==> src/rtl/out_arbiter_if.sv <==
// Output arbiter: shared flow codes and the request/grant bundle.
// Flow codes: HEAD=00, DATA=01, TAIL=10, EMPT=11.
package out_arbiter_pkg;
  localparam int FLOW_W = 2;
  localparam logic [FLOW_W-1:0] FLOW_HEAD = 2'b00;
  localparam logic [FLOW_W-1:0] FLOW_DATA = 2'b01;
  localparam logic [FLOW_W-1:0] FLOW_TAIL = 2'b10;
  localparam logic [FLOW_W-1:0] FLOW_EMPT = 2'b11;
endpackage

interface out_arbiter_if;
  import out_arbiter_pkg::*;
  // reqN bit j: input N wants output j
  logic [3:0]        req0, req1, req2, req3;
  // flow code of the flit currently presented at each input
  logic [FLOW_W-1:0] flow0, flow1, flow2, flow3;
  // gntN bit i: input i owns output N
  logic [3:0]        gnt0, gnt1, gnt2, gnt3;
  logic [3:0]        busy;
  logic [3:0]        tmo;

  modport master (
    output req0, req1, req2, req3, flow0, flow1, flow2, flow3,
    input  gnt0, gnt1, gnt2, gnt3, busy, tmo
  );
  modport slave (
    input  req0, req1, req2, req3, flow0, flow1, flow2, flow3,
    output gnt0, gnt1, gnt2, gnt3, busy, tmo
  );
endinterface

==> src/rtl/out_arbiter.sv <==
// 4x4 output arbiter: one round-robin lock FSM per output, a shared
// per-input block bit that stops a just-served input from re-winning
// until it drops its request.

// Single output: IDLE/LOCK FSM with round-robin pointer and lock timer.
module out_arbiter_port import out_arbiter_pkg::*; #(
  parameter int TMO = 255
) (
  input  logic                   clk,
  input  logic                   rst,
  input  logic [3:0]             elig,
  input  logic [3:0][FLOW_W-1:0] flow,
  output logic [3:0]             gnt,
  output logic                   busy,
  output logic                   tmo,
  output logic [3:0]             rel_oh
);
  typedef enum logic {IDLE, LOCK} state_t;

  state_t     state, state_nxt;
  logic [1:0] ptr, ptr_nxt;
  logic [1:0] own, own_nxt;
  logic [1:0] sel;
  logic [7:0] cnt, cnt_nxt;
  logic [3:0] gnt_nxt;
  logic       tmo_nxt, any, is_tail, is_to, rel;

  // First eligible input scanning from ptr upward (mod 4); reverse loop so
  // the smallest offset is the last (winning) assignment.
  always_comb begin
    sel = ptr;
    any = 1'b0;
    for (int k = 3; k >= 0; k--) begin
      if (elig[ptr + 2'(k)]) begin
        sel = ptr + 2'(k);
        any = 1'b1;
      end
    end
  end

  assign is_tail = (flow[own] == FLOW_TAIL);
  // TMO of zero leaves the lock open until TAIL or reset
  assign is_to   = (TMO != 0) && (cnt == 8'(TMO - 1));

  // Next state: grant from IDLE, release from LOCK on TAIL or timeout
  always_comb begin
    state_nxt = state;
    ptr_nxt   = ptr;
    own_nxt   = own;
    cnt_nxt   = cnt;
    gnt_nxt   = gnt;
    tmo_nxt   = 1'b0;
    rel       = 1'b0;
    case (state)
      IDLE: begin
        if (any) begin
          state_nxt = LOCK;
          own_nxt   = sel;
          gnt_nxt   = 4'b0001 << sel;
          cnt_nxt   = '0;
        end
      end
      LOCK: begin
        if (is_tail || is_to) begin
          state_nxt = IDLE;
          gnt_nxt   = '0;
          ptr_nxt   = own + 2'd1;
          // TAIL coinciding with the timeout is an ordinary release
          tmo_nxt   = !is_tail;
          rel       = 1'b1;
        end else if (TMO != 0) begin
          cnt_nxt = cnt + 8'd1;
        end
      end
      default: state_nxt = IDLE;
    endcase
  end

  // State register; reset drops any grant at once without a tmo pulse
  always_ff @(posedge clk or posedge rst) begin
    if (rst) begin
      state <= IDLE;
      ptr   <= '0;
      own   <= '0;
      cnt   <= '0;
      gnt   <= '0;
      tmo   <= 1'b0;
    end else begin
      state <= state_nxt;
      ptr   <= ptr_nxt;
      own   <= own_nxt;
      cnt   <= cnt_nxt;
      gnt   <= gnt_nxt;
      tmo   <= tmo_nxt;
    end
  end

  assign busy   = (state == LOCK);
  assign rel_oh = rel ? (4'b0001 << own) : 4'b0000;
endmodule

// Top: per-output FSMs plus the shared input block bits.
module out_arbiter import out_arbiter_pkg::*; #(
  parameter int TMO = 255
) (
  input logic       clk,
  input logic       rst,
  out_arbiter_if.slave io
);
  logic [3:0][3:0]        req;     // [input][output]
  logic [3:0][3:0]        elig;    // [output][input]
  logic [3:0][3:0]        gnt;     // [output][input]
  logic [3:0][3:0]        rel_oh;  // [output][input]
  logic [3:0][FLOW_W-1:0] flow;
  logic [3:0]             blk, blk_set, busy, tmo;

  assign req  = {io.req3, io.req2, io.req1, io.req0};
  assign flow = {io.flow3, io.flow2, io.flow1, io.flow0};

  // Transpose requests per output, masking blocked inputs; gather releases
  always_comb begin
    elig    = '0;
    blk_set = '0;
    for (int j = 0; j < 4; j++) begin
      for (int i = 0; i < 4; i++) elig[j][i] = req[i][j] & ~blk[i];
      blk_set = blk_set | rel_oh[j];
    end
  end

  for (genvar j = 0; j < 4; j++) begin : g_port
    out_arbiter_port #(.TMO(TMO)) u_port (
      .clk    (clk),
      .rst    (rst),
      .elig   (elig[j]),
      .flow   (flow),
      .gnt    (gnt[j]),
      .busy   (busy[j]),
      .tmo    (tmo[j]),
      .rel_oh (rel_oh[j])
    );
  end

  // Block a released input until it shows an all-zero request; a release
  // in the same cycle as the zero request keeps it blocked.
  always_ff @(posedge clk or posedge rst) begin
    if (rst) begin
      blk <= '0;
    end else begin
      for (int i = 0; i < 4; i++) begin
        if (blk_set[i])        blk[i] <= 1'b1;
        else if (req[i] == '0) blk[i] <= 1'b0;
      end
    end
  end

  assign io.gnt0 = gnt[0];
  assign io.gnt1 = gnt[1];
  assign io.gnt2 = gnt[2];
  assign io.gnt3 = gnt[3];
  assign io.busy = busy;
  assign io.tmo  = tmo;
endmodule
==> src/flat_wrapper.sv <==
// flat-port wrapper written by rule: the top's interface ports become plain ports
module out_arbiter_flat import out_arbiter_pkg::*;
#(
  parameter int TMO = 255
)
  (clk, rst, io_req0, io_req1, io_req2, io_req3, io_flow0, io_flow1, io_flow2, io_flow3, io_gnt0, io_gnt1, io_gnt2, io_gnt3, io_busy, io_tmo);
  out_arbiter_if io_i ();
  input logic clk;
  input logic rst;
  input wire logic [$bits(io_i.req0)-1:0] io_req0;
  input wire logic [$bits(io_i.req1)-1:0] io_req1;
  input wire logic [$bits(io_i.req2)-1:0] io_req2;
  input wire logic [$bits(io_i.req3)-1:0] io_req3;
  input wire logic [$bits(io_i.flow0)-1:0] io_flow0;
  input wire logic [$bits(io_i.flow1)-1:0] io_flow1;
  input wire logic [$bits(io_i.flow2)-1:0] io_flow2;
  input wire logic [$bits(io_i.flow3)-1:0] io_flow3;
  output wire logic [$bits(io_i.gnt0)-1:0] io_gnt0;
  output wire logic [$bits(io_i.gnt1)-1:0] io_gnt1;
  output wire logic [$bits(io_i.gnt2)-1:0] io_gnt2;
  output wire logic [$bits(io_i.gnt3)-1:0] io_gnt3;
  output wire logic [$bits(io_i.busy)-1:0] io_busy;
  output wire logic [$bits(io_i.tmo)-1:0] io_tmo;
  assign io_i.req0 = io_req0;
  assign io_i.req1 = io_req1;
  assign io_i.req2 = io_req2;
  assign io_i.req3 = io_req3;
  assign io_i.flow0 = io_flow0;
  assign io_i.flow1 = io_flow1;
  assign io_i.flow2 = io_flow2;
  assign io_i.flow3 = io_flow3;
  assign io_gnt0 = io_i.gnt0;
  assign io_gnt1 = io_i.gnt1;
  assign io_gnt2 = io_i.gnt2;
  assign io_gnt3 = io_i.gnt3;
  assign io_busy = io_i.busy;
  assign io_tmo = io_i.tmo;
  out_arbiter #(.TMO(TMO)) u_core (.clk(clk), .rst(rst), .io(io_i));
endmodule
==> config.mk <==
export PLATFORM = sky130hd
export DESIGN_NAME = out_arbiter_flat
export DESIGN_NICKNAME = d
export VERILOG_FILES = /design/src/rtl/out_arbiter_if.sv /design/src/rtl/out_arbiter.sv /design/src/flat_wrapper.sv
export SDC_FILE = /design/constraint.sdc
export NUM_CORES = 1
export LEC_CHECK = 0
export ABC_AREA = 1
export CAP_MARGIN = 20
export CORE_MARGIN = 8
export CORE_UTILIZATION = 35
export CTS_CLUSTER_DIAMETER = 100
export DETAILED_ROUTE_END_ITERATION = 8
export PLACE_DENSITY_LB_ADDON = 0.3
export SETUP_SLACK_MARGIN = 0.15
export SLEW_MARGIN = 20
export SYNTH_ARGS = -nofsm -noshare
export SYNTH_HDL_FRONTEND = slang
export SYNTH_SLANG_ARGS = --single-unit
export TNS_END_PERCENT = 20
==> constraint.sdc <==
create_clock -name clk -period 6.4 [get_ports clk]
set_clock_uncertainty 0.15 [all_clocks]
set_input_delay 1.28 -clock clk [delete_from_list [all_inputs] [get_ports clk]]
set_output_delay 1.28 -clock clk [all_outputs]
set_load 0.05 [all_outputs]
-- Word-level counts from Yosys, hierarchy flattened
Cells that the tools add are included.
- memories: 0
- bits in read-only memories: 0
- output and inout port bits: 24
- bits in latches: 0
- bits in registers: 76
- logic and storage cells: 291
- bits in writable memories: 0
- equality and inequality tests: 20
- $lt $le $gt $ge: 20
- mux-type cells: 136
- $add $sub $neg: 20
- shift operators: 8
- bitwise operators: 27
- divide/modulo/power cells: 0
- $mul: 0
- reduce and logical (&&, ||, !) cells: 32
- operators by type and width (cell ; number):
    $mux 1 ; 64
    $mux 8 ; 8
    $pmux 8 s2 ; 4
    $lt 2x3->1 const B ; 20
    $mux 4 ; 12
    $mux 2 ; 20
    $add 8x1->8 const B ; 4
    $bmux 1 s2 ; 16
    $eq 8x8->1 const B ; 4
    $pmux 4 s2 ; 4
    $reduce_and 2->1 ; 16
    $shl 1x2->4 const A ; 8
    $add 2x1->2 const B ; 8
    $add 2x2->2 const B ; 8
    $and 1x1->1 ; 16
    $bmux 2 s2 ; 4
    $logic_not 4->1 ; 4
    $ne 2x2->1 const B ; 8
    $or 4x4->4 ; 3
    $eq 2x2->1 const B ; 4
    $ne 2x1->1 const B ; 4
    $not 1->1 ; 8
    $pmux 1 s2 ; 4
    $reduce_bool 2->1 ; 4
    2 further kinds ; 8

-- Longest topological paths before layout
- depth in word-level cells: 11
- gate-level depth with buffers: 14

-- Hierarchy
From an unflattened synthesis, not the netlist that was laid out.
- cell total of the unflattened synthesis: 857
- area, all modules: 5664.2 um^2
- modules (own cells, without submodules) (module ; area each (um^2) ; cells an instance ; times used):
    out_arbiter_port ; 1327.5 ; 197 ; 4
    out_arbiter ; 354.1 ; 69 ; 1

-- Worst setup path before layout
No wires, ideal clock.
- path type: input-to-reg
- start: input port io_flow2[1]
- end: register u_core.g_port[0].u_port.gnt[0]
- data required time: 6132 ps
- stages on the path: 11
- arrival time: 2268 ps
- path buffers: 0
- path slack: 3863 ps
- path through: inv_1 -> nor2_1 -> nand2_1 -> o211ai_1 -> nand2_1 -> o21ai_0 -> nand2_2 -> inv_1 -> nor2_1 -> nand2_1 -> nand2_1
- word-level cells in the longest chain between the ends: 6
- ends and longest elaborated chain (what ; RTL line ; RTL):
    start: declaration ; flat_wrapper.sv:16 ; input wire logic [$bits(io_i.flow2)-1:0] io_flow2;
    $bmux 2 s2 ; out_arbiter.sv:41 ; assign is_tail = (flow[own] == FLOW_TAIL);
    $mux 2 (not written as such) ; out_arbiter.sv:41 ;
    $eq 2x2->1 ; out_arbiter.sv:41 ;
    $logic_or 1x1->1 ; out_arbiter.sv:64 ; if (is_tail || is_to) begin
    $ne 2x1->1 (no source line) ; - ;
    $reduce_and 2->1 (no source line) ; - ;
    end signal: assignment ; out_arbiter.sv:93 ; gnt <= gnt_nxt;
    end: declaration ; out_arbiter.sv:13 ; output logic [3:0] gnt,
No other way between the ends. The select of a mux whose other input is x is not followed.
A chain may end at the register's enable or synchronous reset.

-- Worst setup path in the final report
- start: register u_core.g_port[2].u_port.state
- end: output port io_busy[2]
- RTL lines (what ; RTL line ; RTL):
    start: declaration ; out_arbiter.sv:20 ; state_t state, state_nxt;
    start signal: assignment ; out_arbiter.sv:89 ; state <= state_nxt;
    end: declaration ; flat_wrapper.sv:22 ; output wire logic [$bits(io_i.busy)-1:0] io_busy;
No word-level cell between the ends.

==> results.txt <==
----------------------------------------------------
[Critical path]
  Startpoint kind of the worst setup timing path ... flip-flop
  Critical-path top delay cell ... clkdlybuf4s50_1
  Critical path fanouts, max ... 6
  RR Endpoint ... u_core.g_port[3].u_port.gnt[3]$_DFFE_PP0P_
  RR Startpoint ... u_core.g_port[3].u_port.ptr[0]$_DFFE_PP0P_
  Worst EP arrival ... between 1.5 and 2 ns
  Largest stage delay on the critical path ... about 0.9 ns
  Kind of cell adding the most delay to the critical path ... buffers and inverters
  CP bufs+invs ... 1
  Critical path cell sequence ... clkdlybuf4s50_1
  Capturing instance or port of the critical path ... io_busy[2]
  Type of the setup path with the least slack ... flip-flop to output pin
  Required time at the endpoint of the critical path ... between 4 and 5 ns
  Worst reg2reg path depth ... 10
  Worst setup path startpoint ... u_core.g_port[2].u_port.busy$_DFF_PP0_
  Critical Path Sink Type ... output pin
  Setup slack on the worst flop-to-flop path ... just over 4 ns
  Depth of the critical timing path with buffers and inverters included ... 1

[STA]
  Number of failing hold endpoints at the final stage ... 0
  Highest achievable clock rate ... around 300 MHz
  Setup total negative slack ... 0 ns
  Worst Tran Pin Value ... 0.704 ns
  Worst slack on hold paths ... ~0.33 ns
  Slew Limit Fails ... 0
  Fin crit period ... ~3.2 ns
  Worst slew slack as a fraction of its limit ... 53.1%
  Setup repair after global routing missed its margin ... false
  # setup viols final ... 0
  Final worst path period share ... roughly half
  Fin worst setup slack ... 3.16 ns

[Route]
  Average via count per standard cell ... 4.75
  Number of nets with antenna violations after routing ... 0
  Post-route DRC violation count ... 0
  Routed vias ... 4,329
  WL final ... 11.5 mm
  Routed WL per cell ... 12.7 um
  Iteration-0 DRC Markers ... 344
  1st-pass router iterations ... 4

[Global routing]
  Total global routing track utilization ... about an eighth
  Initial antenna violation count ... 0
  Number of global-route vias before repair ... 4,206
  Global-route wire length before repair ... roughly 20 mm
  Remaining global-route overflow ... 0
  Global routing usage on met1 ... between 10% and 20%
  Met3 Resource Use GR ... 2.99%
  Largest net degree at the start of global routing ... slightly below 80
  Met2 usage ... about a fifth
  Routing layer with the top usage in global route ... met2

[Yosys]
  Leading post-synthesis cells by instance count ... nand2_1 (225), dfrtp_1 (76), nand3_1 (72)
  Sequential area share after synthesis ... between 30 and 40%
  Area leader, netlist ... dfrtp_1
  Synthesized netlist cell count ... between 600 and 700
  Portion of synthesized cell area occupied by the leading cell type ... between 30 and 40%
  Flip-flop cell with the highest count after synthesis ... dfrtp_1
  Post-synth EDFFs ... 0
  Ys async rst share ... between 90% and 100%
  Synth Cell Area ... 5150 sq um
  Net count of the mapped netlist ... around 730
  Flop and latch count out of synthesis ... 76
  Cell with the most instances after synthesis ... nand2_1
  Number of distinct library cell variants in the gate-level netlist after synthesis ... 40
  Top cells by area, synth ... dfrtp_1 (37%), nand2_1 (16%), nand3_1 (7.0%)
  Synthesized area per cell ... between 7 and 8 sq um
  Warnings, synthesis ... 0

[Layout]
  Final standard cell utilization of the core ... 41.9%
  Filler cell count in the final layout ... approximately 1,500
  Final non-filler cell total ... 911
  Layout overhead on the synthesized area ... 17.5%
  Share of cells above drive strength 1 ... between 10% and 20%
  Number of antenna diodes ... 0
  Final Net Count ... ~770

[CTS]
  Clock buffer count from CTS ... 9
  Clock transition at the registers of the reported paths ... approximately 0.050 ns
  CTS Root Buffer Type ... clkbuf_16
  # clock sinks ... 76
  Clock tree from TritonCTS ... done
  Hold-fix buffers, CTS ... 0
  Cells resized by post-CTS repair ... 0
  Number of levels in the clock H-tree ... 3
  Post-CTS setup buffer count ... 0
  Buffers from clock root to sink, at most ... 2
  Clock insertion delay at the later pin of the skew report ... 0.34 ns

[Power]
  Power density of the placed cells ... about 470 nW/um^2
  Worst IR Drop VDD ... a little under 0.0002 V
  Leakage dissipation ... roughly 0.0030 uW

[Floorplan]
  Top-level I/O count ... 50
  Rows ... 44
  Core Region ... roughly 14,000 sq um
  Initial cell density of the core ... between 30% and 40%
  Chip Width ... roughly 140 um
  Die Height ... about 140 um
  Die ar. ... roughly 19,000 sq um

[Place]
  Dpl cells ... between 800 and 900
  Worst slack, placed ... approximately 3 ns
  Total half-perimeter wirelength after legalization and detailed placement ... 8.65 mm
  Number of port buffers ... around 50
  Final Wtd Congestion ... between 0.8 and 0.9

[Run]
  Max-cap violations ... 0

[Outcome]
  Result of the run ... complete, no violations

[Hold path]
  Hold Crit Class ... flip-flop to flip-flop
  Source of the worst hold timing path ... u_core.g_port[2].u_port.gnt[2]$_DFFE_PP0P_

----------------------------------------------------
placed cells by master, fill, tap and decap left out, types with 2 or more instances in the layout:
master and instances:
nand2_8 2, nor3_1 6, nand4_1 13, o21ai_0 20
nand3_1 72, inv_1 64, inv_2 9, o21ai_2 9
xnor2_1 6, nand2_2 12, a21oi_1 4, o22ai_1 3
nand3_2 7, nor2_4 3, and2_4 2, nor3_2 2
dfrtp_1 76, xor2_1 21, a21oi_2 2, clkdlybuf4s50_1 49
ha_1 24, o21ai_1 12, nand2_4 2, nor2_2 3
nand4_2 3, nor2_1 36, inv_6 2, clkbuf_8 4
clkbuf_16 9, o211ai_1 8, o41ai_1 4, nand2_1 225
clkinv_2 2
layout make-up:
type,count,area (sq um),area share [%]
clock buffer,14,284,4.70
tap,184,230,3.81
clock inverter,1,5.00,0.0828
timing repair buffer,50,502,8.30
multi-input combinational,509,2820,46.7
inverter,77,300,4.97
sequential,76,1900,31.5
flip-flops by register name, indices dropped and copies added (netlist names):
register                   flops
u_core.g_port.u_port.own       8
u_core.g_port.u_port.busy      4
u_core.g_port.u_port.cnt      32
u_core.g_port.u_port.tmo       4
u_core.g_port.u_port.gnt      16
u_core.blk                     4
u_core.g_port.u_port.ptr       8
how the worst min path moves through the flow:
stage	end	slack [ns]	cells after the start
floorplan	u_core.g_port[2].u_port.cnt[0]$_DFFE_PP0P_	0.36	1
global placement	u_core.g_port[2].u_port.gnt[2]$_DFFE_PP0P_	0.32	2
detailed placement	u_core.g_port[1].u_port.gnt[1]$_DFFE_PP0P_	0.32	2
CTS	u_core.g_port[1].u_port.gnt[1]$_DFFE_PP0P_	0.33	2
global route	u_core.g_port[2].u_port.gnt[2]$_DFFE_PP0P_	0.35	2
finish	u_core.g_port[2].u_port.gnt[2]$_DFFE_PP0P_	0.33	2
report_power, final:
part	switching, uW	leakage [uW]	internal [uW]	total (uW)
Combinational	1020	0.00182	490	1510
Sequential	196	0.000989	628	824
Clock	190	0.000145	302	492
metal layers:
| metal | wire length, um | vias to the layer above | part of all wire [%] |
|---|---|---|---|
| met5 | 0 | - | 0 |
| li1 | - | 2278 | - |
| met1 | 6000 | 1966 | 52 |
| met2 | 4740 | 75 | 41 |
| met3 | 652 | 10 | 5.6 |
| met4 | 153 | 0 | 1.3 |
cells by family (layout without fill, tap and decap cells):
family | count (synthesis) | count (layout) | synth area share, %
simple gates | 391 | 391 | 35.6
buf+inv | 91 | 142 | 8.22
flops | 76 | 76 | 37.0
compound gates | 66 | 66 | 8.51
xor+xnor | 28 | 28 | 4.91
fa+ha+maj | 24 | 24 | 5.84
metrics by stage:
| stage | power [uW] | area (sq um) |
|---|---|---|
| 2_1_floorplan | 2030 | 5150 |
| 4_1_cts | 2850 | 6040 |
| 6_report | 2820 | 6040 |
| 3_5_place_dp | 2350 | 5750 |
| 5_1_grt | 3100 | 6040 |
| 3_3_place_gp | 2340 | 5750 |
No activity file was read; power rests on OpenSTA's default activity.
